## src/rtl/telemetry_sched_if.sv

```systemverilog
// Handshake and data bundle between the telemetry scheduler, the A2D readings and UART_tx.
// The scheduler side uses the master modport; the environment (readings + UART) uses slave.
interface telemetry_sched_if;
    logic        en;
    logic [11:0] batt;
    logic [11:0] curr;
    logic [11:0] torque;
    logic        tx_done;
    logic        trmt;
    logic [7:0]  tx_data;
    logic        busy;
    logic        ovr;

    modport master (
        input  en, batt, curr, torque, tx_done,
        output trmt, tx_data, busy, ovr
    );

    modport slave (
        output en, batt, curr, torque, tx_done,
        input  trmt, tx_data, busy, ovr
    );
endinterface

```

## src/rtl/telemetry_sched.sv

```systemverilog
// Periodic telemetry scheduler: snapshots readings, frames them into a byte packet and
// sequences it through UART_tx. Define CHECKSUM_EN to append an inverted-sum checksum byte.
module telemetry_sched #(
    parameter int FAST_SIM    = 0,
    parameter int PERIOD_FULL = 1048576,
    parameter int PERIOD_FAST = 4096
) (
    input  logic             clk,
    input  logic             rst_n,
    telemetry_sched_if.master bus
);

    localparam int PERIOD = (FAST_SIM != 0) ? PERIOD_FAST : PERIOD_FULL;
    localparam int CNT_W  = $clog2(PERIOD);
    localparam logic [CNT_W-1:0] CNT_LAST = CNT_W'(PERIOD - 1);
`ifdef CHECKSUM_EN
    localparam logic [3:0] LAST_IDX = 4'd8;
`else
    localparam logic [3:0] LAST_IDX = 4'd7;
`endif

    typedef enum logic [1:0] {
        S_IDLE = 2'd0,
        S_SEND = 2'd1,
        S_WAIT = 2'd2
    } state_t;

    state_t           r_state;
    state_t           w_state_nxt;
    logic [CNT_W-1:0] r_cnt;
    logic [3:0]       r_idx;
    logic [3:0]       w_idx_nxt;
    logic [11:0]      r_batt;
    logic [11:0]      r_curr;
    logic [11:0]      r_torque;
    logic             r_trmt;
    logic [7:0]       r_tx_data;
    logic             r_busy;
    logic             r_ovr;
    logic             w_tick;
    logic             w_load;
    logic             w_advance;

`ifdef CHECKSUM_EN
    function automatic logic [7:0] checksum(input logic [11:0] b, input logic [11:0] c,
                                            input logic [11:0] t);
        logic [7:0] s;
        s = {4'h0, b[11:8]} + b[7:0] + {4'h0, c[11:8]} + c[7:0] + {4'h0, t[11:8]} + t[7:0];
        return ~s;
    endfunction
`endif

    function automatic logic [7:0] pkt_byte(input logic [3:0] idx, input logic [11:0] b,
                                            input logic [11:0] c, input logic [11:0] t);
        logic [7:0] v;
        case (idx)
            4'd0:    v = 8'hAA;
            4'd1:    v = 8'h55;
            4'd2:    v = {4'h0, b[11:8]};
            4'd3:    v = b[7:0];
            4'd4:    v = {4'h0, c[11:8]};
            4'd5:    v = c[7:0];
            4'd6:    v = {4'h0, t[11:8]};
            4'd7:    v = t[7:0];
`ifdef CHECKSUM_EN
            4'd8:    v = checksum(b, c, t);
`endif
            default: v = 8'h00;
        endcase
        return v;
    endfunction

    assign w_tick = bus.en & (r_cnt == CNT_LAST);

    // Period timer: free-runs while enabled, parked at zero otherwise
    always_ff @(posedge clk or negedge rst_n) begin
        if (!rst_n) begin
            r_cnt <= {CNT_W{1'b0}};
        end else if (!bus.en || (r_cnt == CNT_LAST)) begin
            r_cnt <= {CNT_W{1'b0}};
        end else begin
            r_cnt <= r_cnt + CNT_W'(1);
        end
    end

    // FSM state register
    always_ff @(posedge clk or negedge rst_n) begin
        if (!rst_n) begin
            r_state <= S_IDLE;
        end else begin
            r_state <= w_state_nxt;
        end
    end

    // FSM next-state and byte-index control; a tick outside IDLE is never accepted
    always_comb begin
        w_state_nxt = r_state;
        w_load      = 1'b0;
        w_advance   = 1'b0;
        case (r_state)
            S_IDLE: begin
                if (w_tick) begin
                    w_state_nxt = S_SEND;
                    w_load      = 1'b1;
                end else begin
                    w_state_nxt = S_IDLE;
                end
            end
            S_SEND: w_state_nxt = S_WAIT;
            S_WAIT: begin
                if (bus.tx_done) begin
                    if (r_idx == LAST_IDX) begin
                        w_state_nxt = S_IDLE;
                    end else begin
                        w_state_nxt = S_SEND;
                        w_advance   = 1'b1;
                    end
                end else begin
                    w_state_nxt = S_WAIT;
                end
            end
            default: w_state_nxt = S_IDLE;
        endcase
    end

    // Next byte index
    always_comb begin
        w_idx_nxt = r_idx;
        if (w_load) begin
            w_idx_nxt = 4'd0;
        end else if (w_advance) begin
            w_idx_nxt = r_idx + 4'd1;
        end else begin
            w_idx_nxt = r_idx;
        end
    end

    // Snapshot, index and registered outputs; byte 0 is constant so the snapshot
    // need not be valid yet on the load cycle
    always_ff @(posedge clk or negedge rst_n) begin
        if (!rst_n) begin
            r_batt    <= 12'h000;
            r_curr    <= 12'h000;
            r_torque  <= 12'h000;
            r_idx     <= 4'd0;
            r_trmt    <= 1'b0;
            r_tx_data <= 8'h00;
            r_busy    <= 1'b0;
            r_ovr     <= 1'b0;
        end else begin
            if (w_load) begin
                r_batt   <= bus.batt;
                r_curr   <= bus.curr;
                r_torque <= bus.torque;
            end
            r_idx  <= w_idx_nxt;
            r_trmt <= (w_state_nxt == S_SEND);
            if (w_state_nxt == S_SEND) begin
                r_tx_data <= pkt_byte(w_idx_nxt, r_batt, r_curr, r_torque);
            end
            r_busy <= (w_state_nxt != S_IDLE);
            r_ovr  <= w_tick & (r_state != S_IDLE);
        end
    end

    assign bus.trmt    = r_trmt;
    assign bus.tx_data = r_tx_data;
    assign bus.busy    = r_busy;
    assign bus.ovr     = r_ovr;

endmodule

```

## src/flat_wrapper.sv

```systemverilog
// flat-port wrapper written by rule: the top's interface ports become plain ports
module telemetry_sched_flat 
#(
    parameter int FAST_SIM    = 0,
    parameter int PERIOD_FULL = 1048576,
    parameter int PERIOD_FAST = 4096
)
  (clk, rst_n, bus_en, bus_batt, bus_curr, bus_torque, bus_tx_done, bus_trmt, bus_tx_data, bus_busy, bus_ovr);
  telemetry_sched_if bus_i ();
  input  logic clk;
  input  logic rst_n;
  input wire logic [$bits(bus_i.en)-1:0] bus_en;
  input wire logic [$bits(bus_i.batt)-1:0] bus_batt;
  input wire logic [$bits(bus_i.curr)-1:0] bus_curr;
  input wire logic [$bits(bus_i.torque)-1:0] bus_torque;
  input wire logic [$bits(bus_i.tx_done)-1:0] bus_tx_done;
  output wire logic [$bits(bus_i.trmt)-1:0] bus_trmt;
  output wire logic [$bits(bus_i.tx_data)-1:0] bus_tx_data;
  output wire logic [$bits(bus_i.busy)-1:0] bus_busy;
  output wire logic [$bits(bus_i.ovr)-1:0] bus_ovr;
  assign bus_i.en = bus_en;
  assign bus_i.batt = bus_batt;
  assign bus_i.curr = bus_curr;
  assign bus_i.torque = bus_torque;
  assign bus_i.tx_done = bus_tx_done;
  assign bus_trmt = bus_i.trmt;
  assign bus_tx_data = bus_i.tx_data;
  assign bus_busy = bus_i.busy;
  assign bus_ovr = bus_i.ovr;
  telemetry_sched #(.FAST_SIM(FAST_SIM), .PERIOD_FULL(PERIOD_FULL), .PERIOD_FAST(PERIOD_FAST)) u_core (.clk(clk), .rst_n(rst_n), .bus(bus_i));
endmodule
```

## config.mk

```make
export PLATFORM = sky130hd
export DESIGN_NAME = telemetry_sched_flat
export DESIGN_NICKNAME = d
export VERILOG_FILES = /design/src/rtl/telemetry_sched_if.sv /design/src/rtl/telemetry_sched.sv /design/src/flat_wrapper.sv
export SDC_FILE = /design/constraint.sdc
export NUM_CORES = 1
export LEC_CHECK = 0
export CORE_MARGIN = 2
export CORE_UTILIZATION = 63
export DETAILED_ROUTE_END_ITERATION = 8
export DONT_BUFFER_PORTS = 1
export HOLD_SLACK_MARGIN = 0.02
export PLACE_DENSITY_LB_ADDON = 0.3
export SLEW_MARGIN = 20
export SYNTH_ARGS = -nofsm -noshare
export SYNTH_HDL_FRONTEND = slang
export SYNTH_SLANG_ARGS = --single-unit
```

## constraint.sdc

```tcl
create_clock -name clk -period 2.9 [get_ports clk]
set_clock_uncertainty 0.05 [all_clocks]
set_input_delay 0.145 -clock clk [delete_from_list [all_inputs] [get_ports clk]]
set_output_delay 0.145 -clock clk [all_outputs]
set_load 0.1 [all_outputs]
```

# After elaboration in Yosys (flattened, before gate mapping)

Index checks and enable logic that the tools add are counted.

Input bits: 40
Output and inout bits: 11
Bits in registers: 73

Bitwise operators: 2
Muxes and demuxes: 13
Equality and inequality tests: 12
Add/sub/neg operators: 2
Reductions and logical operators: 6

Operators by type and width:

| kind                                                                   | number |
|---|---|
| 8-bit case mux with 8 select lines                                     | 1 |
| 20-bit by 1-bit adder with 20-bit output (second input constant)       | 1 |
| 20-bit equality test (second input constant)                           | 1 |
| 4-bit by 3-bit equality test with 1-bit output (second input constant) | 5 |
| 20-bit two-way mux                                                     | 1 |
| 4-bit by 2-bit equality test with 1-bit output (second input constant) | 2 |
| 4-bit two-way mux                                                      | 2 |
| 1-bit two-way mux                                                      | 7 |
| 2-bit case mux with 3 select lines                                     | 1 |
| 4-bit by 1-bit adder with 4-bit output (second input constant)         | 1 |
| 2-bit by 1-bit equality test with 1-bit output (second input constant) | 2 |
| 4-bit by 1-bit equality test with 1-bit output (second input constant) | 1 |
| 4-bit zero test                                                        | 1 |
| 2-bit nonzero test                                                     | 2 |
| 1-bit AND                                                              | 2 |
| 2-bit equality test (second input constant)                            | 1 |
| 2-bit zero test                                                        | 1 |
| 2-bit two-way mux                                                      | 1 |
| 1-bit zero test                                                        | 1 |
| 1-bit logical OR                                                       | 1 |

# Depth between registers and ports, before layout

Gate-level depths: netlist (run 1).

Word-level depth: 8
Mapped depth: 8

# Worst setup path after synthesis (run 1)

Ideal clock, no wire load.

Kind: reg-to-reg
From: register u_core.r_idx[0]
To: register u_core.r_tx_data[0] (netlist: u_core.bus.tx_data[0])
Clock period less this slack: 2184 ps
Setup slack: 716 ps
Data arrival time: 1997 ps
Cell stages (with the launch flop): 9
Cells stage by stage: dfrtp_1 -> ha_1 -> buf_2 -> mux2_2 -> a22o_1 -> o21ai_0 -> a21oi_1 -> a221oi_1 -> a211oi_2

Word-level cells in the longest chain between the ends: 8
Elaborated cells on any way between the ends: 20
Classes of those cells: add/sub (1); eq/ne (9); mux (9); reduce/logical (1)

Ends and longest elaborated chain:

| item                                                                   | line                   | RTL |
|---|---|---|
| start: declaration                                                     | telemetry_sched.sv:31  | `logic [3:0] r_idx;` |
| start signal: assignment                                               | telemetry_sched.sv:156 | `r_idx <= w_idx_nxt;` |
| 4-bit by 3-bit equality test with 1-bit output                         | telemetry_sched.sv:112 | `if (r_idx == LAST_IDX) begin` |
| 1-bit two-way mux                                                      | telemetry_sched.sv:112 |  |
| 1-bit two-way mux                                                      | telemetry_sched.sv:111 | `if (bus.tx_done) begin` |
| 1-bit two-way mux                                                      | telemetry_sched.sv:100 | `case (r_state)` |
| 4-bit two-way mux                                                      | telemetry_sched.sv:131 | `end else if (w_advance) begin` |
| 4-bit two-way mux                                                      | telemetry_sched.sv:129 | `if (w_load) begin` |
| 4-bit by 3-bit equality test with 1-bit output (tied with other cells) | telemetry_sched.sv:56  | `case (idx)` |
| 8-bit case mux with 8 select lines                                     | telemetry_sched.sv:56  |  |
| end signal: assignment                                                 | telemetry_sched.sv:159 | `r_tx_data <= pkt_byte(w_idx_nxt, r_batt, r_curr, r_torque);` |
| end: declaration                                                       | telemetry_sched.sv:37  | `logic [7:0] r_tx_data;` |

Parallel ways exist; a longest one is shown, timed or not.
A chain may end at the register's enable or synchronous reset.

# Worst setup path after layout (run 1)

From: register u_core.r_idx[1]
To: register u_core.r_tx_data[1] (netlist: u_core.bus.tx_data[1])

Same word-level chain as after synthesis.

==> results of run 1 <==
==> what timing repair did <==
action	in CTS	in global routing
endpoints found under the setup margin	0	0
endpoints found under the hold margin	115	0
hold buffers	40	0
==> metal layers <==
layer | global-route usage [%] | part of all wire, % | vias to the layer above
met2 | 48.6 | 48 | 140
li1 | - | - | 1453
met4 | 10.2 | 1.9 | 0
met5 | 0 | 0 | -
met3 | 8.56 | 7.3 | 20
met1 | 42.8 | 43 | 1534
==> cells by family after synthesis <==
family | share of synthesized area, %
adders and majority gates | 0.673
xor gates and xnor gates | 4.24
muxes | 1.72
buffers and inverters | 3.50
AOI/OAI and AO/OA | 13.5
and+or+nand+nor | 27.2
DFF | 49.1
==> stage by stage <==
step / instance area, µm² / util [%] / power (W) / setup WS, ns
final: 4420 / 78.8 / 0.00193 / 0.261
after global routing: 4420 / 78.8 / 0.00200 / 0.0636
after CTS: 4420 / 78.8 / 0.00194 / 0.320
after detailed placement: 3790 / 67.6 / 0.00105 / 0.350
after global placement: 3790 / 67.6 / 0.00105 / 0.500
after floorplan: 3720 / - / 0.00105 / 0.716
==> area by class of cell <==
| cell class | instances | area share [%] |
|---|---|---|
| clock inverters | 4 | 1.16 |
| flip-flops and latches | 73 | 41.4 |
| well taps | 72 | 2.04 |
| multi-input cells | 304 | 39.9 |
| inverters | 3 | 0.255 |
| clock buffers | 12 | 3.51 |
| repair buffers | 52 | 11.8 |
==> registers in the layout, summed over array words and instances (netlist names) <==
name                count
u_core.bus.busy         1
u_core.r_idx            4
u_core.r_curr          12
u_core.r_batt          12
u_core.r_cnt           20
u_core.r_torque        12
u_core.bus.ovr          1
u_core.r_state          2
u_core.bus.trmt         1
u_core.bus.tx_data      8
==> power by group through the flow <==
stage	Clock [W]	Combinational (W)	Sequential, W
2_1_floorplan	0	0.00000859	0.00104
3_3_place_gp	0	0.00000979	0.00104
3_5_place_dp	0	0.00000993	0.00104
4_1_cts	0.000839	0.0000773	0.00102
5_1_grt	0.000886	0.0000859	0.00102
6_report	0.000832	0.0000779	0.00102
==> how the worst max path moves through the flow <==
| stage | endpoint | slack (ns) | cells after the start |
|---|---|---|---|
| 4_1_cts | u_core.bus.tx_data[1] | 0.32 | 7 |
| 3_3_place_gp | u_core.bus.tx_data[1] | 0.50 | 7 |
| 3_5_place_dp | u_core.bus.tx_data[1] | 0.35 | 7 |
| 6_report | u_core.bus.tx_data[1] | 0.26 | 7 |
| 5_1_grt | u_core.bus.tx_data[7] | 0.06 | 7 |
| 2_1_floorplan | u_core.bus.tx_data[0] | 0.72 | 8 |
==> cells in the final DEF (no fill, tap or decap), types with 3 or more instances in the layout <==
cell type        n
a221oi_1         8
nand2_1        119
a31oi_1          5
and2_1           5
a21oi_1         19
dfrtp_1         73
mux2_2           3
o21a_1           3
and3_1           6
clkbuf_8        11
a211oi_1         3
buf_4           11
nor2b_1          4
inv_1            3
mux2i_1          3
or3_1            3
and4_1           4
o21ai_0          5
nor3_1           4
xor2_1          10
nand4_1          4
a21o_1           5
nand2b_1         3
dlygate4sd3_1   39
nor2_1          30
xnor2_1          8
nand3_1         13
==> critical path: stages (launching register included) <==
cell,delay [ns]
dfrtp_1,0.62
ha_1,0.51
nand3b_1,0.21
nand2_4,0.29
xor2_1,0.15
nor4b_2,0.41
a221oi_1,0.16
a21oi_1,0.15
==> reports/summary.txt, run 1 <==
DIE HEIGHT = 80.8 µm
Syn_area_per_cell = 9.30 µm²
Syn nets = 442
Async SR Flop Fraction = 100%
Worst reg2reg startpoint = u_core.r_idx[1]
Pint = 0.00151 W
Status = completed
Hold Crit Endpoint = u_core.bus.tx_data[2]
Clk pwr share = 43.0%
Tmin final = 2.64 ns
EDFF count, synth = 0
Main synth FF type = dfrtp_1
Worst R2R Path Depth = 7
Worst min path class = in2reg
Std-Cell Rows = 27
Final period util = 91.0%
Slew Limit Headroom = 41.9%
Crit path from = u_core.r_idx[1]
Ys Warns = 0
Worst Hold Depth = 3
Global-route usage over all layers = 31.2%
Gate power share = 4.0%
Routed vias = 3,147
Worst R2R End = u_core.bus.tx_data[1]
Crit path launch type = register
Initial antenna violation count = 0
First-pass GRT wire length = 15.2 mm
Top-count cell post-synth = nand2_1
Die area = 6530 µm²
Congestion Overflow GR = 0
Distinct cells, synth = 55
Fin. Hold Viols = 0
Worst-Margin Slew = 0.872 ns
Final ANT Viol Nets = 0
Area of the multi-input gates = 1760 µm²
Sequential-to-total area share from yosys stat = 49.1%
Post_cts resized = 0
Setup Viol. Count Final = 0
Crit-path max FO = 22
Routed WL = 9.24 mm
Max Cap Violations = 0
Hold path startpoint = bus_tx_done
Clk Latency, worst-skew pair = 0.36 ns
Achievable clock frequency = 379 MHz
Cells after synthesis = 400
Post-synth top area cell = dfrtp_1
Fin Setup TNS = 0 ns
Top cells by area, synth = dfrtp_1 49%, nand2_1 12%, nor2_1 3.0%
Post-synthesis register bit count = 73
Drt pass-1 iters = 4
Cell Area, Synth = 3720 µm²
CTS tree = done
Die width = 80.8 µm
Placed Cells = 464
IO Count = 51
CTS H-tree depth = 3
Fillcell total = 388
Power Density = 438 nW/µm²
CTS max path bufs = 2
Number of DRC markers in iteration 0 = 359
Reg clk slew, reported paths = 0.09 ns
Worst EP required = 3.13 ns
Vias in the first global route = 3,055
Commonest cells in the netlist = 119 x nand2_1, 73 x dfrtp_1, 30 x nor2_1
Hold_ws = 0.199 ns
Non-Filler Instances = 520
Residual DRC count = 0
Initial Util = 66.3%
Post-CTS setup buffers = 0
RSZ-0062 raised after global routing = false
Sw Pwr = 0.000426 W
WL per Instance = 17.8 µm
R2R Setup Slk = 0.26 ns
Gpl congestion = 0.866
Worst vdd ir = 347 µV
Syn-to-layout area delta = 18.8%
Slew Viols, Final = 0
Routed vias/inst = 6.05
Leak Pwr = 2.19 nW
CTS root buffer = clkbuf_8
Critical Path End Type = register
Storage element area = 1830 µm²
Synth top area share = 49.1%
Critical Setup Path Class = reg2reg
Layout Nets = 485
Total CTS buffers = 9
Sw frac = 22.0%
Worst path arrival time = 2.87 ns
Flop pwr share = 52.9%
Clock Sinks = 73
Dpl hpwl = 5.77 mm
N_diodes = 0
Share of cells above drive strength 1 = 10.7%
PortBufs = 0
Largest net degree at the start of global routing = 74
Core Region = 5610 µm²
(Power assumes the default switching activity.)
==> inputs of run 2 (changes only) <==
--- a/config.mk
+++ b/config.mk
@@ -8,3 +8,3 @@
 export CORE_MARGIN = 2
-export CORE_UTILIZATION = 63
+export CORE_UTILIZATION = 60
 export DETAILED_ROUTE_END_ITERATION = 8
==> constraint.sdc (replaced) <==
create_clock -name clk -period 2.9 [get_ports clk]
set_clock_uncertainty 0.05 [all_clocks]
set_input_delay 0.29 -clock clk [delete_from_list [all_inputs] [get_ports clk]]
set_output_delay 0.29 -clock clk [all_outputs]
set_load 0.1 [all_outputs]
==> run 2 against run 1 <==
Combinational power decreased by 3.3%. Sequential share of layout area increased by 0.62 points. Sequential power about the same. Via count decreased by 2.8%. Register-to-register slack got worse by 0.02 ns. Routed wire length decreased by 6.1%. Count of clock-buffer cells in the layout decreased by 2. Clock power about the same. Maximum frequency decreased by 0.63%. Global-route usage decreased by 2.9 points. Core utilization decreased by 5.7 points.
==> reports/summary.txt, run 2 (synthesis gave the netlist of run 1 again) <==
Clk Latency, worst-skew pair = 0.36 ns
Max reg flops = 20
PortBufs = 0
Largest net degree at the start of global routing = 74
Worst reg2reg startpoint = u_core.r_idx[1]
Slew Limit Headroom = 36.8%
Non-Filler Instances = 516
Fillcell total = 423
Core Region = 5960 µm²
DIE HEIGHT = 82.7 µm
Leak Pwr = 2.14 nW
Share of cells above drive strength 1 = 9.75%
Final period util = 91.6%
RSZ-0062 raised after global routing = false
Hold path startpoint = bus_en
N_diodes = 0
Placed Cells = 461
Drt pass-1 iters = 4
Worst-Margin Slew = 0.947 ns
Residual DRC count = 0
Total power = 0.00193 W
Final ANT Viol Nets = 0
Worst vdd ir = 453 µV
Routed WL = 8.68 mm
Tmin final = 2.66 ns
Reg clk slew, reported paths = 0.08 ns
Power Density = 443 nW/µm²
Critical Path End Type = register
Gpl congestion = 0.879
Std-Cell Rows = 28
Number of DRC markers in iteration 0 = 262
Max Cap Violations = 0
Worst path arrival time = 2.89 ns
Worst EP required = 3.13 ns
Initial Util = 62.4%
Clock Sinks = 73
Worst min path class = in2reg
Crit path launch type = register
Critical Setup Path Class = reg2reg
Dpl hpwl = 5.47 mm
Initial antenna violation count = 0
Die area = 6840 µm²
Slew Viols, Final = 0
Congestion Overflow GR = 0
Post_cts resized = 0
Routed vias/inst = 5.93
CTS H-tree depth = 3
Total CTS buffers = 9
First-pass GRT wire length = 14.2 mm
Achievable clock frequency = 377 MHz
Fin. Hold Viols = 0
Crit-path max FO = 12
Most frequent cells in the layout = 119 x nand2_1, 73 x dfrtp_1, 38 x dlygate4sd3_1
Global-route usage over all layers = 28.3%
Register with the highest flop count = u_core.r_cnt
Setup Viol. Count Final = 0
Status = completed
IO Count = 51
Commonest non-fill, non-tap cell in the layout = nand2_1
CTS max path bufs = 2
Die width = 82.7 µm
CTS tree = done
CTS root buffer = clkbuf_8
WL per Instance = 16.8 µm
Fin Setup TNS = 0 ns
Layout Nets = 478
Vias in the first global route = 2,859
Crit path from = u_core.r_idx[1]
Syn-to-layout area delta = 17.0%
Routed vias = 3,060
## run 2: cell types whose count changed in the layout (fill, tap and decap cells not counted), sizes merged
| cell | delta |
|---|---|
| dlygate4sd3 | -1 |
| clkinvlp | +1 |
| buf | -6 |
| clkinv | +1 |
| clkbuf | -2 |
## run 2: final timing paths
kind / endpoint / slack (ns) / cells after the start
worst min-delay path: u_core.r_cnt[18] / 0.03 / 1
min in group asynchronous: u_core.r_cnt[16] / 0.45 / 2
max in group asynchronous: u_core.r_idx[1] / 2.05 / 2
worst min register to register: u_core.r_torque[8] / 0.42 / 2
worst max register to register: u_core.bus.tx_data[3] / 0.24 / 7
worst max-delay path: u_core.bus.tx_data[3] / 0.24 / 7
## run 2: cell type report
class,instances,area [µm²],share of cell area [%]
Clock buffer,10,138,3.16
Clock inverter,6,67.6,1.55
Inverter,3,11.3,0.259
Multi-Input combinational cell,304,1760,40.5
Sequential cell,73,1830,42.0
Tap cell,75,93.8,2.16
Timing Repair Buffer,45,453,10.4
## run 2: routing by layer
layer,global-route usage (%),vias up,routed length [µm]
met2,43.2,112,4050
met1,39.9,1483,3940
li1,-,1450,-
met5,0,-,0
met3,8.04,15,573
met4,7.54,0,110
## run 2: timing repair
action	4_1_cts	5_1_grt
buffers inserted	0	0
endpoints found under the hold margin	111	0
hold buffers	39	0
## run 2: stage by stage
| stage | instance area [µm²] | worst slack (ns) | utilization [%] | hold WS (ns) |
|---|---|---|---|---|
| final | 4350 | 0.244 | 73.1 | 0.0256 |
| after global routing | 4350 | 0.0315 | 73.1 | 0.0293 |
| after CTS | 4350 | 0.295 | 73.1 | 0.0230 |
| after detailed placement | 3740 | 0.323 | 62.8 | -0.0539 |
| after global placement | 3740 | 0.365 | 62.8 | -0.0535 |
| after floorplan | 3720 | 0.716 | - | -0.0556 |
## run 2: power by group
group / internal [W] / leakage [nW] / switching (W) / total (W)
combinational: 0.0000420 / 1.03 / 0.0000333 / 0.0000753
clock: 0.000422 / 0.0985 / 0.000407 / 0.000829
sequential: 0.00102 / 1.01 / 0.00000308 / 0.00102
total: 0.00148 / 2.14 / 0.000444 / 0.00193
## run 2: worst max-delay path: stages, from the launching register on
cell and delay, ns:
dfrtp_1 0.54, ha_1 0.60, inv_1 0.16, nor3_4 0.38, a221oi_1 0.15, a2111oi_0 0.46
a31oi_1 0.08, a21oi_1 0.16
==> inputs of run 3 (changes only) <==
- clock period: 2.9 -> 2.7 ns (I/O delays scaled with it)
==> run 3 against run 2 <==
Via count is 3.2% higher. Sequential share of layout area is 0.52 points lower. Non-clock buffer count is 7 higher. Sequential cell count stayed put. Count of clock-buffer cells in the layout stayed put. Register-to-register slack better by 0.04 ns. Power is 5.4% higher. First-iteration DRC count is 14% higher. Sequential power is 8% higher. Die area stayed put. Largest power group unchanged.
==> reports/summary.txt, run 3 (synthesis gave the netlist of run 1 again) <==
Status = completed
N_diodes = 0
Worst R2R Path Depth = 7
Initial Util = 62.4%
Crit-path cells = ha_1, and3_1, nand4_4, nor3_4, a21o_1, a21oi_1, a31oi_1
Layout Nets = 485
Crit path buf inv count = 0
Worst EP required = 2.91 ns
Commonest non-fill, non-tap cell in the layout = nand2_1
CTS max path bufs = 2
PortBufs = 0
CTS tree = done
Top Metal Used = met4
CP top delay family = simple AND/OR/NAND/NOR gates
DIE HEIGHT = 82.7 µm
Max reg flops = 20
Power Density = 461 nW/µm²
Congestion Overflow GR = 0
WL per Instance = 17.5 µm
Share of cells above drive strength 1 = 10.9%
Routed vias/inst = 6.04
Reg clk slew, reported paths = 0.08 ns
Clock Sinks = 73
Slowest CP cell = nor3_4
Post-route cell area = 4410 µm²
Clk Latency, worst-skew pair = 0.35 ns
Leak Pwr = 2.18 nW
IO Count = 51
Die area = 6840 µm²
Largest net degree at the start of global routing = 74
Worst Hold Depth = 1
Tmin final = 2.41 ns
Std-Cell Rows = 28
Drt pass-1 iters = 8
Achievable clock frequency = 414 MHz
Core Region = 5960 µm²
Routed vias = 3,157
Register with the highest flop count = u_core.r_cnt
Placed cell areas = 3800 µm²
Critical Setup Path Class = reg2reg
Worst slack at placement = 0.317 ns
Syn-to-layout area delta = 18.5%
Crit. path cell count = 7
Worst vdd ir = 344 µV
Crit-path max FO = 13
Fin Setup TNS = 0 ns
Global-route usage over all layers = 30.0%
Fin. Hold Viols = 0
Final ANT Viol Nets = 0
Gpl congestion = 0.924
Max stage delay on crit path = 0.54 ns
Total power = 0.00203 W
Critical Path End Type = register
Setup ws final = 0.286 ns
Dpl hpwl = 5.73 mm
Final period util = 89.4%
Total CTS buffers = 9
Vias in the first global route = 3,064
Met3 wire length = 851 µm
RSZ-0062 raised after global routing = false
Setup Viol. Count Final = 0
Wire length on met1 = 3.83 mm
Number of DRC markers in iteration 0 = 298
Die width = 82.7 µm
Crit path launch type = register
Slew Viols, Final = 0
Most frequent cells in the layout = 119 x nand2_1, 73 x dfrtp_1, 38 x dlygate4sd3_1
Worst path arrival time = 2.62 ns
Worst min path class = in2reg
First-pass GRT wire length = 15.0 mm
CTS H-tree depth = 3
Initial antenna violation count = 0
Worst-Margin Slew = 0.930 ns
Routed WL = 9.13 mm
Post-CTS setup buffers = 0
Slew Limit Headroom = 38.0%
CTS root buffer = clkbuf_8
Residual DRC count = 0
Max Cap Violations = 0
Metal2 WL = 4.30 mm
R2R Setup Slk = 0.29 ns
[run 3: cell types whose count changed in the layout (fill, tap and decap cells not counted), sizes merged]
cell / change
buf: +7
inv: +1
clkinv: -1
[run 3: routing by layer]
metal  global-route usage (%)  up-vias
met2                     46.3      162
met4                     11.1        0
met5                        0        -
li1                         -     1462
met3                     8.15       17
met1                     40.7     1516
[run 3: final timing paths]
check,start,endpoint
min reg2reg,u_core.r_batt[5],u_core.r_batt[5]
min in group asynchronous,rst_n,u_core.r_cnt[8]
max in group asynchronous,rst_n,u_core.r_batt[6]
min,bus_en,u_core.r_cnt[1]
max reg2reg,u_core.r_cnt[0],u_core.bus.tx_data[5]
max,u_core.r_cnt[0],u_core.bus.tx_data[5]
[run 3: report_power, final]
group	internal (W)	switching (W)	leakage, nW
logic	0.0000455	0.0000370	1.08
clock network	0.000430	0.000420	0.0929
registers	0.00110	0.00000353	1.01
total	0.00157	0.000461	2.18
[run 3: layout make-up]
cell class | count | area (µm²)
multi-input cells | 304 | 1760
inverters | 3 | 11.3
fillers | 432 | 1550
clock buffers | 10 | 128
flip-flops and latches | 73 | 1830
well taps | 75 | 93.8
clock inverters | 6 | 67.6
repair buffers | 52 | 518
[run 3: what timing repair did]
item / CTS / global route
endpoints found under the hold margin: 112 / 0
gates resized for setup: 0 / 0
hold buffers: 39 / 0
[run 3: stage by stage]
step	util [%]	hold slack, ns	instances
floorplan	-	-0.0756	400
global placement	63.9	-0.0736	468
detailed placement	63.9	-0.0737	468
CTS	74.0	0.0253	523
global route	74.0	0.0224	523
finish	74.0	0.0376	523
